### config.mk
export PLATFORM = sky130hd
export DESIGN_NAME = vga_plot_arbiter_flat
export DESIGN_NICKNAME = d
export VERILOG_FILES = /design/src/rtl/vga_pkg.sv /design/src/rtl/vga_plot_arbiter_if.sv /design/src/rtl/rr_pick.sv /design/src/rtl/vga_plot_arbiter.sv /design/src/flat_wrapper.sv
export SDC_FILE = /design/constraint.sdc
export NUM_CORES = 1
export LEC_CHECK = 0
export BUFFER_PORTS_ARGS = -buffer_cell sky130_fd_sc_hd__buf_2
export CAP_MARGIN = 20
export CORE_UTILIZATION = 35
export DETAILED_ROUTE_END_ITERATION = 12
export GPL_TIMING_DRIVEN = 0
export SLEW_MARGIN = 40
export SYNTH_ARGS = -nofsm -noshare
export SYNTH_HDL_FRONTEND = slang
export SYNTH_SLANG_ARGS = --single-unit
### constraint.sdc
create_clock -name clk -period 10.4 [get_ports clk]
set_input_delay 2.08 -clock clk [delete_from_list [all_inputs] [get_ports clk]]
set_output_delay 2.08 -clock clk [all_outputs]
set_load 0.01 [all_outputs]
### src/rtl/vga_pkg.sv
// Shared VGA plot definitions: adapter geometry, pixel field widths, arbiter state encoding.
package vga_pkg;

    localparam int X_W      = 8;
    localparam int Y_W      = 7;
    localparam int COLOR_W  = 3;
    localparam int SCREEN_W = 160;
    localparam int SCREEN_H = 120;

    typedef enum logic {
        IDLE  = 1'b0,
        OWNED = 1'b1
    } arb_state_t;

    // idx + 1 wrapped to [0, n-1]; idx is always already below n
    function automatic logic [2:0] wrap_inc(input logic [2:0] idx, input int n);
        logic [3:0] s;
        s = {1'b0, idx} + 4'd1;
        return (s >= 4'(n)) ? 3'd0 : s[2:0];
    endfunction

endpackage

### src/rtl/vga_plot_arbiter_if.sv
// Requester-side pixel bus shared by the drawing FSMs and the plot arbiter.
interface vga_plot_arbiter_if
    import vga_pkg::*;
#(
    parameter int N_REQ = 3
);
    logic [N_REQ-1:0]         req;
    logic [N_REQ-1:0]         lock;
    logic [X_W*N_REQ-1:0]     req_x;
    logic [Y_W*N_REQ-1:0]     req_y;
    logic [COLOR_W*N_REQ-1:0] req_color;
    logic [N_REQ-1:0]         gnt;

    modport master (output req, lock, req_x, req_y, req_color, input gnt);
    modport slave  (input req, lock, req_x, req_y, req_color, output gnt);
endinterface

### src/rtl/rr_pick.sv
// Combinational round-robin picker: first set request at or above ptr, with wrap.
module rr_pick #(
    parameter int N = 3
) (
    input  logic [N-1:0] req,
    input  logic [2:0]   ptr,
    output logic [N-1:0] win,
    output logic [2:0]   win_idx,
    output logic         any
);
    logic [3:0] idx;

    always_comb begin
        win     = '0;
        win_idx = '0;
        any     = 1'b0;
        idx     = '0;
        for (int off = 0; off < N; off++) begin
            idx = {1'b0, ptr} + 4'(off);
            if (idx >= 4'(N)) idx = idx - 4'(N);
            if (!any && (|(req & (N'(1) << idx)))) begin
                win     = N'(1) << idx;
                win_idx = idx[2:0];
                any     = 1'b1;
            end
        end
    end
endmodule

### src/rtl/vga_plot_arbiter.sv
// Round-robin pixel-port arbiter with locked bursts and lock timeout.
// Optional off-screen clipping is enabled by defining VGA_ARB_CLIP_EN.
module vga_plot_arbiter
    import vga_pkg::*;
#(
    parameter int N_REQ        = 3,
    parameter int LOCK_TIMEOUT = 255
) (
    input  logic               clk,
    input  logic               reset,
    vga_plot_arbiter_if.slave  bus,
    output logic [X_W-1:0]     vga_x,
    output logic [Y_W-1:0]     vga_y,
    output logic [COLOR_W-1:0] vga_color,
    output logic               vga_plot,
    output logic [2:0]         owner,
    output logic               owned,
    output logic [15:0]        clip_cnt
);
    arb_state_t         state, state_next;
    logic [2:0]         ptr, ptr_next, owner_next;
    logic [7:0]         idle_cnt, idle_cnt_next;
    logic [8:0]         idle_inc;
    logic [N_REQ-1:0]   pick_win, gnt_c, owner_oh;
    logic [2:0]         pick_idx;
    logic               pick_any, any_gnt, clip;
    logic [X_W-1:0]     sel_x;
    logic [Y_W-1:0]     sel_y;
    logic [COLOR_W-1:0] sel_c;

    rr_pick #(.N(N_REQ)) u_pick (
        .req     (bus.req),
        .ptr     (ptr),
        .win     (pick_win),
        .win_idx (pick_idx),
        .any     (pick_any)
    );

    assign owner_oh = N_REQ'(1) << owner;
    assign idle_inc = {1'b0, idle_cnt} + 9'd1;

    always_comb begin
        state_next    = state;
        ptr_next      = ptr;
        owner_next    = owner;
        idle_cnt_next = idle_cnt;
        gnt_c         = '0;
        case (state)
            IDLE: begin
                if (pick_any) begin
                    gnt_c = pick_win;
                    if (|(bus.lock & pick_win)) begin
                        state_next    = OWNED;
                        owner_next    = pick_idx;
                        idle_cnt_next = '0;
                    end else begin
                        ptr_next = wrap_inc(pick_idx, N_REQ);
                    end
                end
            end
            OWNED: begin
                if (|(bus.req & owner_oh)) begin
                    gnt_c         = owner_oh;
                    idle_cnt_next = '0;
                end
                // Lock release wins over the timeout; the same-cycle grant still stands
                if (!(|(bus.lock & owner_oh))) begin
                    state_next = IDLE;
                    ptr_next   = wrap_inc(owner, N_REQ);
                end else if (!(|(bus.req & owner_oh))) begin
                    if (idle_inc >= 9'(LOCK_TIMEOUT)) begin
                        state_next    = IDLE;
                        ptr_next      = wrap_inc(owner, N_REQ);
                        idle_cnt_next = '0;
                    end else begin
                        idle_cnt_next = idle_inc[7:0];
                    end
                end
            end
            default: state_next = IDLE;
        endcase
    end

    always_ff @(posedge clk) begin
        if (reset) begin
            state    <= IDLE;
            ptr      <= '0;
            owner    <= '0;
            idle_cnt <= '0;
        end else begin
            state    <= state_next;
            ptr      <= ptr_next;
            owner    <= owner_next;
            idle_cnt <= idle_cnt_next;
        end
    end

    assign bus.gnt = gnt_c;
    assign owned   = (state == OWNED);
    assign any_gnt = |gnt_c;

    always_comb begin
        sel_x = '0;
        sel_y = '0;
        sel_c = '0;
        for (int i = 0; i < N_REQ; i++) begin
            if (gnt_c[i]) begin
                sel_x = bus.req_x[X_W*i +: X_W];
                sel_y = bus.req_y[Y_W*i +: Y_W];
                sel_c = bus.req_color[COLOR_W*i +: COLOR_W];
            end
        end
    end

`ifdef VGA_ARB_CLIP_EN
    assign clip = (sel_x >= X_W'(SCREEN_W)) || (sel_y >= Y_W'(SCREEN_H));

    always_ff @(posedge clk) begin
        if (reset)
            clip_cnt <= '0;
        else if (any_gnt && clip && (clip_cnt != 16'hFFFF))
            clip_cnt <= clip_cnt + 16'd1;
    end
`else
    assign clip     = 1'b0;
    assign clip_cnt = '0;
`endif

    always_ff @(posedge clk) begin
        if (reset) begin
            vga_x     <= '0;
            vga_y     <= '0;
            vga_color <= '0;
            vga_plot  <= 1'b0;
        end else begin
            vga_plot <= any_gnt && !clip;
            if (any_gnt && !clip) begin
                vga_x     <= sel_x;
                vga_y     <= sel_y;
                vga_color <= sel_c;
            end
        end
    end
endmodule

### src/flat_wrapper.sv
// flat-port wrapper written by rule: the top's interface ports become plain ports
module vga_plot_arbiter_flat import vga_pkg::*;
#(
    parameter int N_REQ        = 3,
    parameter int LOCK_TIMEOUT = 255
)
  (clk, reset, vga_x, vga_y, vga_color, vga_plot, owner, owned, clip_cnt, bus_req, bus_lock, bus_req_x, bus_req_y, bus_req_color, bus_gnt);
  vga_plot_arbiter_if #(.N_REQ(N_REQ)) bus_i ();
  input  logic clk;
  input  logic reset;
  output logic [X_W-1:0] vga_x;
  output logic [Y_W-1:0] vga_y;
  output logic [COLOR_W-1:0] vga_color;
  output logic vga_plot;
  output logic [2:0] owner;
  output logic owned;
  output logic [15:0] clip_cnt;
  input wire logic [$bits(bus_i.req)-1:0] bus_req;
  input wire logic [$bits(bus_i.lock)-1:0] bus_lock;
  input wire logic [$bits(bus_i.req_x)-1:0] bus_req_x;
  input wire logic [$bits(bus_i.req_y)-1:0] bus_req_y;
  input wire logic [$bits(bus_i.req_color)-1:0] bus_req_color;
  output wire logic [$bits(bus_i.gnt)-1:0] bus_gnt;
  assign bus_i.req = bus_req;
  assign bus_i.lock = bus_lock;
  assign bus_i.req_x = bus_req_x;
  assign bus_i.req_y = bus_req_y;
  assign bus_i.req_color = bus_req_color;
  assign bus_gnt = bus_i.gnt;
  vga_plot_arbiter #(.N_REQ(N_REQ), .LOCK_TIMEOUT(LOCK_TIMEOUT)) u_core (.clk(clk), .reset(reset), .bus(bus_i), .vga_x(vga_x), .vga_y(vga_y), .vga_color(vga_color), .vga_plot(vga_plot), .owner(owner), .owned(owned), .clip_cnt(clip_cnt));
endmodule
==> results.md <==
Worst hold path:
- The type of the tightest min-delay check is reg2reg.
- The number of instances on the worst hold path is 2.
- The sink of the worst hold path is u_core.owner[1].
- In this run the most critical hold path is launched from u_core.owner[1].

Synth:
- Dividing the synthesized area by the synthesized cell count gives 8.43 um^2.
- Sorting the synthesized cells by area gives the leading types as sky130_fd_sc_hd__dfxtp_1 (22%), sky130_fd_sc_hd__ha_1 (7.2%), sky130_fd_sc_hd__buf_4 (4.5%).
- In the synthesized netlist the async set-or-reset flop fraction comes to 0.
- After synthesis the cells add up to 3140 um^2.
- The count of state elements after synthesis is 34.
- The count of warnings emitted by yosys is 0.
- Synthesis produced 373 cells.
- The number of flops mapped to enable cells by yosys is 0.
- Of the synthesized area, sequential elements account for 0.216.
- The share of synthesized area in the top cell type comes to 0.216.
- sky130_fd_sc_hd__dfxtp_1 is the most common cell in the netlist.
- The cell type with the largest total area after synthesis is sky130_fd_sc_hd__dfxtp_1.
- The post-synthesis cell type count is 75.
- The top flip-flop cell by instance count after synthesis is sky130_fd_sc_hd__dfxtp_1.
- The commonest cells after synthesis are sky130_fd_sc_hd__dfxtp_1 (34), sky130_fd_sc_hd__o21ai_0 (22), sky130_fd_sc_hd__buf_4 (19), sky130_fd_sc_hd__ha_1 (18).

Route:
- After detailed routing, the average wire length per cell comes to 15.2 um.
- The detailed router's first-iteration violation count is 213.
- In this run the remaining antenna-violating nets after routing total 0.
- The number of search-and-repair iterations in the first detailed-routing pass is 5.
- The via count is 3304.
- The via density per instance is 5.61.
- In the routed design, unresolved DRC markers number 0.
- The total wire length is 8940 um.

Die:
- In this run the count of I/O pins placed on the die edge is 104.
- The floorplan step defined a core boundary enclosing 8720 um^2.
- Measured along the x axis, the die boundary spans 96.8 um.
- The initialized floorplan defines 34 standard-cell rows.
- The overall die height is 96.8 um.
- The area of the die is 9370 um^2.
- For this configuration, the core starts out at a cell density of 0.361.

Clock tree:
- The clock passes through at most 2 buffers.
- Gates resized during post-CTS repair numbered 0.
- The clock tree synthesis step divided the H-tree into 2 levels.
- The clock transition time at the flip-flop clock pins of the worst setup and hold paths is 70 ps.
- The buffer type at the clock tree root is sky130_fd_sc_hd__clkbuf_8.
- The count of buffers added by post-CTS timing repair for setup is 0.
- The TritonCTS clock tree is yes.
- The clock buffer count from CTS is 5.
- The source-to-sink clock delay at the later pin of the worst-skew pair is 280 ps.
- For this design, the CTS-stage hold fixing added 0 buffers.
- For this design, the sink count on the clock tree is 34.

Finish:
- The fraction of layout instances using a drive strength above 1 is 0.314.
- The area growth from synthesis to layout is 22.5%.
- At the end of the flow the core is filled with cells to 0.442.
- The number of antenna diodes in the final layout is 0.
- For this run, the post-layout net count is 560.

Timing:
- For the final database, setup skew stands at 3.86 ps.
- Counting I/O delays and the setup requirement, the final critical path takes 6830 ps.
- Dividing the final minimum period by the clock period gives 0.657.
- Setup repair after global routing left no endpoint under its margin.
- Measured against its own limit, the worst slew margin works out to 0.522.
- The setup TNS after final layout is 0 ps.
- The slew of the pin with the lowest slew margin is 712 ps.
- The final-report max-slew violation count is 0.
- The number of setup violations in the final report is 0.
- The maximum operating frequency is 0.146 GHz.
- The final hold violation count is 0.

Outcome:
- The flow ran to the end, and the final reports show no timing, DRC or antenna violations.

Power and ir drop:
- Across the VDD grid, the largest voltage drop is 0.0813 mV.
- For this design the static power due to leakage is 0.00165 uW.
- The areal power density over the cells is 235 nW/um^2.

Worst setup path:
- The slack of the worst reg-to-reg path is 6340 ps.
- The end of the worst register-to-register path is u_core.ptr[0].
- The worst setup path is of the in2out kind.
- Of all nets on the critical path, the largest fanout is 10.
- STA puts the critical path data arrival time at 4750 ps.
- The length in cells of the worst reg-to-reg path is 15.
- The required time of the worst setup path is 8320 ps.
- STA classifies the critical path endpoint as an output port.
- The startpoint of the worst register-to-register path is u_core.ptr[1].
- The critical path launch point type is an input port.

Global routing:
- Summed over all layers, the global routing overflow is 0.
- The global-route wire length before repair is 14900 um.
- The initial antenna violation count came to 0.
- For this run, the total global-route usage over all layers was measured as 0.189.
- The via count of the first global-routing pass was 2994.
- Entering global routing, the biggest net connects 12 pins.

Flow run:
- The tool flagged a number of max-cap violations equal to 0.

Place:
- The detailed-placement wirelength estimate is 6880 um.
- The count of buffers added on input and output ports is 85.
- The final RePlAce weighted congestion is 0.906.
-- cells in the final DEF (no fill, tap or decap), types with 16 or more instances in the layout --
master,count
sky130_fd_sc_hd__buf_2,88
sky130_fd_sc_hd__dfxtp_1,34
sky130_fd_sc_hd__o21ai_0,22
sky130_fd_sc_hd__buf_4,19
sky130_fd_sc_hd__ha_1,18
sky130_fd_sc_hd__nor2_1,17
sky130_fd_sc_hd__nand2_1,17
sky130_fd_sc_hd__inv_1,16
sky130_fd_sc_hd__and2_1,16
sky130_fd_sc_hd__conb_1,16
-- registers in the layout, indices dropped and copies added (netlist names) --
register and cells:
u_core.vga_x 8, u_core.vga_plot 1, u_core.owned 1, u_core.vga_y 7, u_core.owner 3, u_core.vga_color 3
u_core.ptr 3, u_core.idle_cnt 8
-- where the power goes --
part           switching (uW)  internal [uW]
logic                     374            252
registers                19.3            159
clock network            47.3           53.4
-- metal layers --
layer	wire, um	up-vias	track usage
met1	4220	1524	0.268
met5	0	-	0
met3	718	13	0.0354
met2	3890	137	0.294
li1	-	1630	-
met4	112	0	0.0436
-- critical path, stage by stage --
cell and delay (ps):
sky130_fd_sc_hd__clkbuf_1 400, sky130_fd_sc_hd__nand2b_1 120, sky130_fd_sc_hd__a221oi_1 460, sky130_fd_sc_hd__o211ai_1 350, sky130_fd_sc_hd__o2111ai_1 260, sky130_fd_sc_hd__nand2_1 190
sky130_fd_sc_hd__o21ai_2 420, sky130_fd_sc_hd__buf_2 300, sky130_fd_sc_hd__buf_2 170
-- stage by stage --
stage	instances	worst slack (ps)	instance area [um^2]	hold WS (ps)	power (uW)
3_5_place_dp	581	3660	3760	511	798
4_1_cts	589	3620	3850	521	903
6_report	589	3570	3850	522	905
2_1_floorplan	388	4460	3200	506	647
3_3_place_gp	581	3710	3760	502	793
5_1_grt	589	3370	3850	536	978
-- layout make-up --
class,instances,area (um^2)
fill,883,4870
multi-input combinational,299,2200
sequential,34,681
timing repair buffer,85,425
buffer,37,253
tap,108,135
clock buffer,7,86.3
inverter,18,70.1
clock inverter,1,5.00
-- logic make-up (layout without fill, tap and decap cells) --
logic type      after synthesis  after routing  share of synthesized area
compound gates              145            145                      0.378
xor+xnor                      2              2                    0.00557
fa+ha+maj                    18             18                     0.0716
buf+inv                      55            148                      0.103
flops                        34             34                      0.216
mux                           4              4                     0.0131
other cells                   1             16                    0.00119
simple gates                114            114                      0.211
-- how the worst max path moves through the flow --
stage,start,depth (start not counted),end
after floorplan,bus_req[2],9,bus_gnt[2]
after global placement,bus_req[2],9,bus_gnt[1]
after detailed placement,bus_req[2],9,bus_gnt[1]
after CTS,bus_req[2],9,bus_gnt[1]
after global routing,bus_req[2],9,bus_gnt[1]
final,bus_req[2],9,bus_gnt[1]
Note: power is estimated with default switching activity, not from simulation.
